<file path="src/rtl/par_to_serial.sv">
// Byte-to-bit serializer: sends IDLE_WORD sync frames after reset, then
// transmits accepted bytes MSB first, one 8-cycle frame per byte.
module par_to_serial #(
  parameter logic [7:0]  IDLE_WORD   = 8'hBC,
  parameter int unsigned SYNC_FRAMES = 4
) (
  input  logic       clk,
  input  logic       reset,
  input  logic [7:0] data_in,
  input  logic       valid_in,
  output logic       ready_out,
  output logic       serial_out,
  output logic       frame_start,
  output logic       active,
  output logic       overrun,
  output logic [7:0] data_count
);

  localparam int unsigned CntW  = 3;
  localparam int unsigned SyncW = 4;
  localparam logic [CntW-1:0]  LastBit  = CntW'(7);
  localparam logic [CntW-1:0]  PreLast  = CntW'(6);
  localparam logic [SyncW-1:0] SyncLast = SyncW'(SYNC_FRAMES - 1);

  typedef enum logic [1:0] {
    ST_RST    = 2'd0,
    ST_SYNC   = 2'd1,
    ST_ACTIVE = 2'd2
  } state_e;

  state_e           state_q, state_d;
  logic [CntW-1:0]  bit_cnt_q, bit_cnt_d;
  logic [6:0]       shift_q, shift_d;
  logic [SyncW-1:0] sync_cnt_q, sync_cnt_d;
  logic             serial_q, serial_d;
  logic             frame_start_q, frame_start_d;
  logic             ready_q, ready_d;
  logic             active_q, active_d;
  logic             overrun_q, overrun_d;
  logic [7:0]       count_q, count_d;
  logic [7:0]       load_word;
  logic             boundary;
  logic             accept;

  assign boundary = (bit_cnt_q == LastBit);
  // ready_q is only ever high in ACTIVE on the last bit, so this is the accept edge
  assign accept   = valid_in & ready_q;

  // Next-state, frame sequencing and output computation
  always_comb begin
    state_d       = state_q;
    bit_cnt_d     = bit_cnt_q + CntW'(1);
    shift_d       = {shift_q[5:0], 1'b0};
    serial_d      = shift_q[6];
    frame_start_d = 1'b0;
    sync_cnt_d    = sync_cnt_q;
    overrun_d     = overrun_q | (valid_in & ~ready_q);
    count_d       = count_q;
    load_word     = IDLE_WORD;

    unique case (state_q)
      ST_RST: begin
        state_d    = ST_SYNC;
        sync_cnt_d = '0;
      end
      ST_SYNC: begin
        if (bit_cnt_q == PreLast) begin
          if (sync_cnt_q == SyncLast) begin
            state_d = ST_ACTIVE;
          end else begin
            sync_cnt_d = sync_cnt_q + SyncW'(1);
          end
        end
      end
      ST_ACTIVE: begin
        if (accept) begin
          load_word = data_in;
          count_d   = count_q + 8'd1;
        end
      end
      default: state_d = ST_RST;
    endcase

    if (boundary) begin
      bit_cnt_d     = '0;
      serial_d      = load_word[7];
      shift_d       = load_word[6:0];
      frame_start_d = 1'b1;
    end

    active_d = (state_d == ST_ACTIVE);
    ready_d  = (state_d == ST_ACTIVE) && (bit_cnt_d == LastBit);
  end

  // State and output registers with synchronous reset
  always_ff @(posedge clk) begin
    if (reset) begin
      state_q       <= ST_RST;
      bit_cnt_q     <= LastBit;
      shift_q       <= '0;
      sync_cnt_q    <= '0;
      serial_q      <= 1'b0;
      frame_start_q <= 1'b0;
      ready_q       <= 1'b0;
      active_q      <= 1'b0;
      overrun_q     <= 1'b0;
      count_q       <= '0;
    end else begin
      state_q       <= state_d;
      bit_cnt_q     <= bit_cnt_d;
      shift_q       <= shift_d;
      sync_cnt_q    <= sync_cnt_d;
      serial_q      <= serial_d;
      frame_start_q <= frame_start_d;
      ready_q       <= ready_d;
      active_q      <= active_d;
      overrun_q     <= overrun_d;
      count_q       <= count_d;
    end
  end

  assign ready_out   = ready_q;
  assign serial_out  = serial_q;
  assign frame_start = frame_start_q;
  assign active      = active_q;
  assign overrun     = overrun_q;
  assign data_count  = count_q;

endmodule

</file>
<file path="config.mk">
export PLATFORM = sky130hd
export DESIGN_NAME = par_to_serial
export DESIGN_NICKNAME = d
export VERILOG_FILES = /design/src/rtl/par_to_serial.sv
export SDC_FILE = /design/constraint.sdc
export NUM_CORES = 1
export LEC_CHECK = 0
export ABC_CLOCK_PERIOD_IN_PS = 1900
export BUFFER_PORTS_ARGS = -buffer_cell sky130_fd_sc_hd__buf_2
export CAP_MARGIN = 20
export CORE_MARGIN = 2
export CORE_UTILIZATION = 40
export DETAILED_ROUTE_END_ITERATION = 8
export GPL_TIMING_DRIVEN = 0
export MAX_ROUTING_LAYER = met4
export PLACE_DENSITY = 0.58
export SETUP_SLACK_MARGIN = 0.15
export SYNTH_ARGS = -nofsm -noshare
export SYNTH_HDL_FRONTEND = slang
export SYNTH_SLANG_ARGS = --single-unit
</file>
<file path="constraint.sdc">
create_clock -name clk -period 1.9 [get_ports clk]
set_clock_uncertainty 0.2 [all_clocks]
set_input_delay 0.38 -clock clk [delete_from_list [all_inputs] [get_ports clk]]
set_output_delay 0.38 -clock clk [all_outputs]
set_load 0.01 [all_outputs]
</file>
-- After elaboration in Yosys (flattened, before gate mapping)
Cells that the tools add are included.
- muxes and demuxes: 12
- bitwise logic cells: 7
- reduce and logical (&&, ||, !) cells: 6
- equality and inequality tests: 9
- $add $sub $neg: 3
- operator list (cell ; count):
    8-bit two-way mux ; 2
    3-bit equality test, second input constant ; 3
    8-bit by 1-bit adder with 8-bit output, second input constant ; 1
    4-bit two-way mux ; 2
    4-bit case mux with 2 select lines ; 1
    7-bit two-way mux ; 1
    2-bit case mux with 3 select lines ; 1
    4-bit by 1-bit adder with 4-bit output, second input constant ; 1
    2-bit equality test, second input constant ; 2
    4-bit by 2-bit equality test with 1-bit output, second input constant ; 1
    2-bit two-way mux ; 2
    2-bit inequality test, second input constant ; 2
    1-bit NOT ; 4
    4-bit OR reduction ; 1
    3-bit by 1-bit adder with 3-bit output, second input constant ; 1
    3-bit two-way mux ; 1
    3-bit AND reduction ; 1
    1-bit bitwise AND ; 2
    2-bit by 1-bit equality test with 1-bit output, second input constant ; 1
    2-bit logical NOT ; 1
    1-bit two-way mux ; 2
    2-bit AND reduction ; 1
    2-bit nonzero test ; 1
    1-bit logical AND ; 1
    1-bit bitwise OR ; 1
- output and inout bits: 13
- register bits after elaboration: 29
- bits of input ports: 11

-- Longest topological paths before layout
Gate-level depths: netlist (run 1).
- depth in word-level cells: 6
- depth in mapped cells: 6
- depth with buffers taken out: 5

-- Worst setup path before layout (run 1)
OpenSTA, ideal clock, no wires.
- path type: register -> register
- start point: register bit_cnt_q[0]
- end point: register shift_q[2]
- stages on the path, launching flop included: 7
- data required time: 1614 ps
- data arrival time: 1335 ps
- setup slack: 279 ps
- setup time: 86 ps
- cells stage by stage: dfxtp_1 > ha_1 > ha_1 > clkbuf_1 > clkbuf_1 > nor2_1 > a211oi_1
- word-level cells in the longest chain between the ends: 2
- RTL lines (what ; RTL line ; RTL):
    start: declaration ; 32 ; logic [CntW-1:0] bit_cnt_q, bit_cnt_d;
    start signal: assignment ; 99 ; bit_cnt_q <= LastBit;
    start signal: assignment ; 110 ; bit_cnt_q <= bit_cnt_d;
    3-bit equality test ; 45 ; assign boundary = (bit_cnt_q == LastBit);
    via boundary ; 42 ; logic boundary;
    7-bit two-way mux ; 84 ; if (boundary) begin
    end signal: assignment ; 111 ; shift_q <= shift_d;
    end: declaration ; 33 ; logic [6:0] shift_q, shift_d;
The timed path passes the listed nets, and every way through them passes these cells.
A chain may end at the register's enable or synchronous reset.

-- Final worst setup path (run 1)
- start point: register state_q[0]
- end point: register count_q[7] (netlist: data_count[7])
- word-level cells in the longest chain between the ends: 2
- RTL lines (what ; RTL line ; RTL):
    start: declaration ; 31 ; state_e state_q, state_d;
    start signal: assignment ; 109 ; state_q <= state_d;
    2-bit equality test ; 61 ; unique case (state_q)
    2-bit AND reduction (no line) ; - ;
    end signal: assignment ; 118 ; count_q <= count_d;
    end: declaration ; 40 ; logic [7:0] count_q, count_d;
Every way passes these cells.

==> flow_summary.toml, run 1 <==
[outcome]
status = "finished clean"

[critical_path]
cpPeakStageDelay_ns = 0.36
crit_required_ns = 1.93
cp_data_arrival_time_ns = 1.68
path_cells = "buf_6 > nand4b_4 > nor4_2 > mux2_2"
crit_path_end_kind = "flop"
worst_path_max_delay_cell = "mux2_2"
start_kind = "flop"
critPathKind = "reg2reg"
crit_path_max_fanout = 10

[floorplan]
chipHeight_um = 59.9
core_um2 = 3000
initial_core_util_pct = 41.7
die_w_um = 59.9
rows = 20
die-area_um2 = 3590
io_pins = 24

[placement]
dp_hpwl_um = 1900
gp_congestion = 0.729
io_buffers = 22
dp_cells = 192

[grt]
grt_pass1_wl_um = 4350
grt_overflow = 0
antenna_found_initial = 0
track_usage_pct = 17.2
grt_pass1_vias = 944
grt_start_max_net_pins = 11

[cells_and_area]
post-route-util_pct = 50.0
antenna_cells = 0
drive_gt1_share_pct = 24.6
final_cells = 200
area_delta_synth_final_pct = 20.0
layout.cells.most_common = "dfxtp_1"
mostFrequentLayoutCells = "29 x dfxtp_1, 24 x buf_2, 18 x nor2_1"
layout.nets = 182

[routing]
wire_per_inst_um = 13.4
drtPass1Iterations = 5
routed_via_density = 5.50
dr_total_vias = 1100
drt_iter0_drc = 46
routed_wl_um = 2670
drc = 0
antenna_left = 0

[sta]
tightest_slew_ns = 0.451
hold_viol = 0
slew_headroom_pct = 69.9
rsz0062_at_grt = "yes"
final_max_slew_viol_count = 0
setup_violations = 0
fin_crit_sh_pct = 87.0
tns_ns = 0
finalCriticalPeriod_ns = 1.65
fmax_ghz = 0.605
timing.hold.ws_ns = 0.0759

[synth]
synth.ff_latch_count = 29
synth_area_um2 = 1250
synthCells = 137
seq_area_frac_synth_pct = 46.4
yosys_warnings = 0
syn-num-nets = 153
avgSynthCellArea_um2 = 9.13
yosys.cell_types.count = 36

[min_path]
hp-class = "in2reg"

[cts]
path_clk_slew_ns = 0.09
cts-hold-fix-buffers = 0
numCtsBuffers = 5
cts.sinks = 29
root_buffer = "clkbuf_4"
clockBufferDepth = 2
htreeDepth = 2
clk_latency_ns = 0.33
cts_tree = "built"

[power_and_ir_drop]
irDropWorstVdd_uv = 443
p_leak_nw = 0.633
power_density_nw_per_um2 = 867

[run]
maxCapViolCount = 0
## report_power, final
group | switching [mW] | internal [mW] | total (mW) | leakage, nW
Clock | 0.223 | 0.214 | 0.437 | 0.0413
Sequential | 0.0216 | 0.655 | 0.676 | 0.237
Combinational | 0.105 | 0.0826 | 0.188 | 0.355
Total | 0.350 | 0.951 | 1.30 | 0.633
## cell families (layout without fill, tap and decap cells)
family	after synthesis	after routing	synth area share, %
compound gates	29	29	15.5
mux	2	2	1.80
simple gates	56	56	25.3
xor+xnor	1	1	0.700
fa+ha+maj	5	5	5.00
buf+inv	15	45	5.30
flops	29	29	46.4
## through the flow
step                setup WS, ns  area (um^2)  power (mW)
floorplan                  0.279         1250       0.815
global placement          0.0246         1400       0.863
detailed placement       -0.0121         1400       0.869
CTS                        0.213         1480        1.31
global route              0.0884         1500        1.38
finish                     0.247         1500        1.30
## worst paths after layout
path                    from       endpoint  slack (ns)  cells after the start
hold / removal    data_in[0]     shift_q[0]        0.08                      2
setup reg to reg  state_q[0]  data_count[7]        0.25                      4
hold reg to reg   shift_q[0]     shift_q[1]        0.26                      2
setup / recovery  state_q[0]  data_count[7]        0.25                      4
## worst max-delay path, delay by kind of cell (launching register included)
| kind | cells | cell delay (ns) |
|---|---|---|
| buffers and inverters | 1 | 0.14 |
| muxes | 1 | 0.36 |
| and+or+nand+nor | 2 | 0.49 |
| DFF | 1 | 0.35 |
## flip-flops by register name, indices dropped and copies added (netlist names)
| register | cells |
|---|---|
| sync_cnt_q | 4 |
| state_q | 2 |
| shift_q | 7 |
| ready_out | 1 |
| serial_out | 1 |
| bit_cnt_q | 3 |
| active | 1 |
| frame_start | 1 |
| data_count | 8 |
| overrun | 1 |
## Yosys cell counts (all sizes together)
library cell / count / area [um^2]
nor2: 18 / 67.6
nand4b: 1 / 23.8
nand4: 2 / 12.5
nor3: 2 / 10.0
nand3: 7 / 35.0
o31a: 1 / 8.76
and3: 1 / 6.26
and4b: 1 / 10.0
inv: 6 / 22.5
or2: 1 / 6.26
nor4: 1 / 6.26
o41ai: 2 / 17.5
ha: 5 / 62.6
o221ai: 1 / 8.76
clkbuf: 6 / 22.5
a21boi: 1 / 7.51
mux2: 2 / 22.5
or4: 5 / 37.5
nand2: 6 / 22.5
dfxtp: 29 / 581
nor2b: 3 / 18.8
nand2b: 5 / 31.3
nand4bb: 1 / 11.3
o211ai: 1 / 7.51
a211oi: 5 / 37.5
o31ai: 3 / 22.5
nor4bb: 1 / 10.0
nand3b: 1 / 7.51
buf: 3 / 21.3
xnor2: 1 / 8.76
a21oi: 9 / 45.0
a31oi: 1 / 6.26
o21ai: 3 / 15.0
o311ai: 2 / 17.5
## final cells by class
cell class              count  area, um^2
fillers                   296        1500
multi-input cells          93         628
flip-flops and latches     29         581
repair buffers             22         110
clock buffers               7        65.1
plain buffers               9        48.8
well taps                  33        41.3
inverters                   6        22.5
clock inverters             1        5.00
## timing repair
action	4_1_cts	5_1_grt
resized for setup	3	5
cloned	0	0
setup buffers	0	0
setup endpoints to repair	11	7
## per-layer routing
layer	track usage, %	part of all wire, %
met2	24.7	47
met5	-	0
met1	20.9	48
met3	7.14	4.1
met4	7.62	1.7
Note: power is estimated with default switching activity, not from simulation.
==> inputs of run 2 (changes only) <==
- ABC_CLOCK_PERIOD_IN_PS: 1900 -> 1350
- CORE_MARGIN: 2 -> unset
- PLACE_DENSITY: 0.58 -> 0.6
- clock period: 1.9 -> 1.35 ns (I/O delays scaled with it)
==> flow_summary.toml, run 2 (same netlist as run 1, synthesis figures left out) <==
[run]
maxCapViolCount = 0

[grt]
track_usage_pct = 20.4
grt_pass1_wl_um = 4910
antenna_found_initial = 0
grt_overflow = 0
grt_pass1_vias = 1116
grt_start_max_net_pins = 11

[routing]
antenna_left = 0
drtPass1Iterations = 8
dr_total_vias = 1169
drt_iter0_drc = 47
drc = 3
wire_per_inst_um = 14.5
routed_via_density = 5.46
routed_wl_um = 3110

[sta]
fin_crit_sh_pct = 118
tightest_slew_ns = 0.457
hold_viol = 0
slew_headroom_pct = 69.5
finalCriticalPeriod_ns = 1.60
final_max_slew_viol_count = 0
fmax_ghz = 0.626
setup_ws_ns = -0.247
setup_violations = 26
rsz0062_at_grt = "yes"

[cells_and_area]
layout.nets = 199
antenna_cells = 0
largest_reg_flops = 8
layout.cells.most_common = "nor2_1"
design_area_um2 = 2010
area_delta_synth_final_pct = 60.5
mostFrequentLayoutCells = "17 x nor2_1, 16 x buf_2, 13 x dfxtp_1"
drive_gt1_share_pct = 56.3

[placement]
dp_hpwl_um = 2050
io_buffers = 22
gp_congestion = 0.794
dpl_cell_area_um2 = 1550

[critical_path]
critPathKind = "reg2reg"
worstRegToRegCells = 4
cp_data_arrival_time_ns = 1.61
start_kind = "flop"
crit_path_end_kind = "flop"
crit_required_ns = 1.37
crit_path_max_fanout = 5

[power_and_ir_drop]
power_density_nw_per_um2 = 1050
irDropWorstVdd_uv = 883
finalPower_mw = 2.12
p_leak_nw = 0.790

[outcome]
status = "finished with violations"
violations = "DRC, setup timing"

[floorplan]
die_w_um = 57.9
core_um2 = 2850
initial_core_util_pct = 43.9
die-area_um2 = 3360
rows = 19
io_pins = 24
chipHeight_um = 57.9

[cts]
clk_latency_ns = 0.32
root_buffer = "clkbuf_4"
path_clk_slew_ns = 0.09
htreeDepth = 2
numCtsBuffers = 5
cts.sinks = 29
cts_tree = "built"
clockBufferDepth = 2

[min_path]
hold_depth = 3
hp-class = "in2reg"
## run 2: repair_timing
item                                   4_1_cts  5_1_grt
setup endpoints to repair                   41       42
gates resized for setup                     45       14
hold buffers                                 2        0
endpoints found under the hold margin        2        0
pin swaps                                   17        8
cloned                                       2        0
buffers inserted                             6        7
## run 2: path summary, 6_finish.rpt
| check | slack, ns | start | to |
|---|---|---|---|
| worst min-delay path | 0.02 | data_in[1] | shift_q[1] |
| worst max-delay path | -0.25 | state_q[0] | data_count[7] |
| worst max register to register | -0.25 | state_q[0] | data_count[7] |
| worst min register to register | 0.27 | shift_q[5] | shift_q[6] |
## run 2: cell type report
class | count | area, um^2
Clock buffer | 7 | 55.1
Timing Repair Buffer | 39 | 338
Inverter | 6 | 25.0
Fill cell | 227 | 845
Tap cell | 31 | 38.8
Sequential cell | 29 | 616
Multi-Input combinational cell | 93 | 840
Buffer | 9 | 96.3
## run 2: report_power, final
part	leakage [nW]	internal, mW	total, mW	switching [mW]
clock	0.0314	0.245	0.526	0.280
combinational	0.514	0.362	0.614	0.252
sequential	0.244	0.923	0.975	0.0525
total	0.790	1.53	2.12	0.585
## run 2: layer usage
layer  part of all wire [%]  routed length, um  vias up  global-route usage, %
met4                   0.64                 20        0                   9.18
met5                      0                  0        -                      -
met1                     44               1370      556                   22.7
li1                       -                  -      582                      -
met2                     51               1580       29                   34.8
met3                    4.4                137        2                   4.69
## run 2: critical path, stage by stage (launching register included)
cell,delay (ns)
dfxtp_2,0.34
buf_6,0.12
nand4b_4,0.20
nor4_2,0.29
mux2_2,0.36
## run 2: stage by stage
step / hold WS [ns] / util, % / setup slack [ns] / instances / TNS (ns)
floorplan: 0.211 / - / -0.168 / 137 / -1.04
global placement: 0.243 / 54.3 / -0.260 / 190 / -3.26
detailed placement: 0.254 / 54.3 / -0.393 / 190 / -4.18
CTS: 0.00524 / 66.5 / -0.257 / 207 / -2.50
global route: 0.00941 / 70.4 / -0.286 / 214 / -5.24
finish: 0.0171 / 70.4 / -0.247 / 214 / -3.88
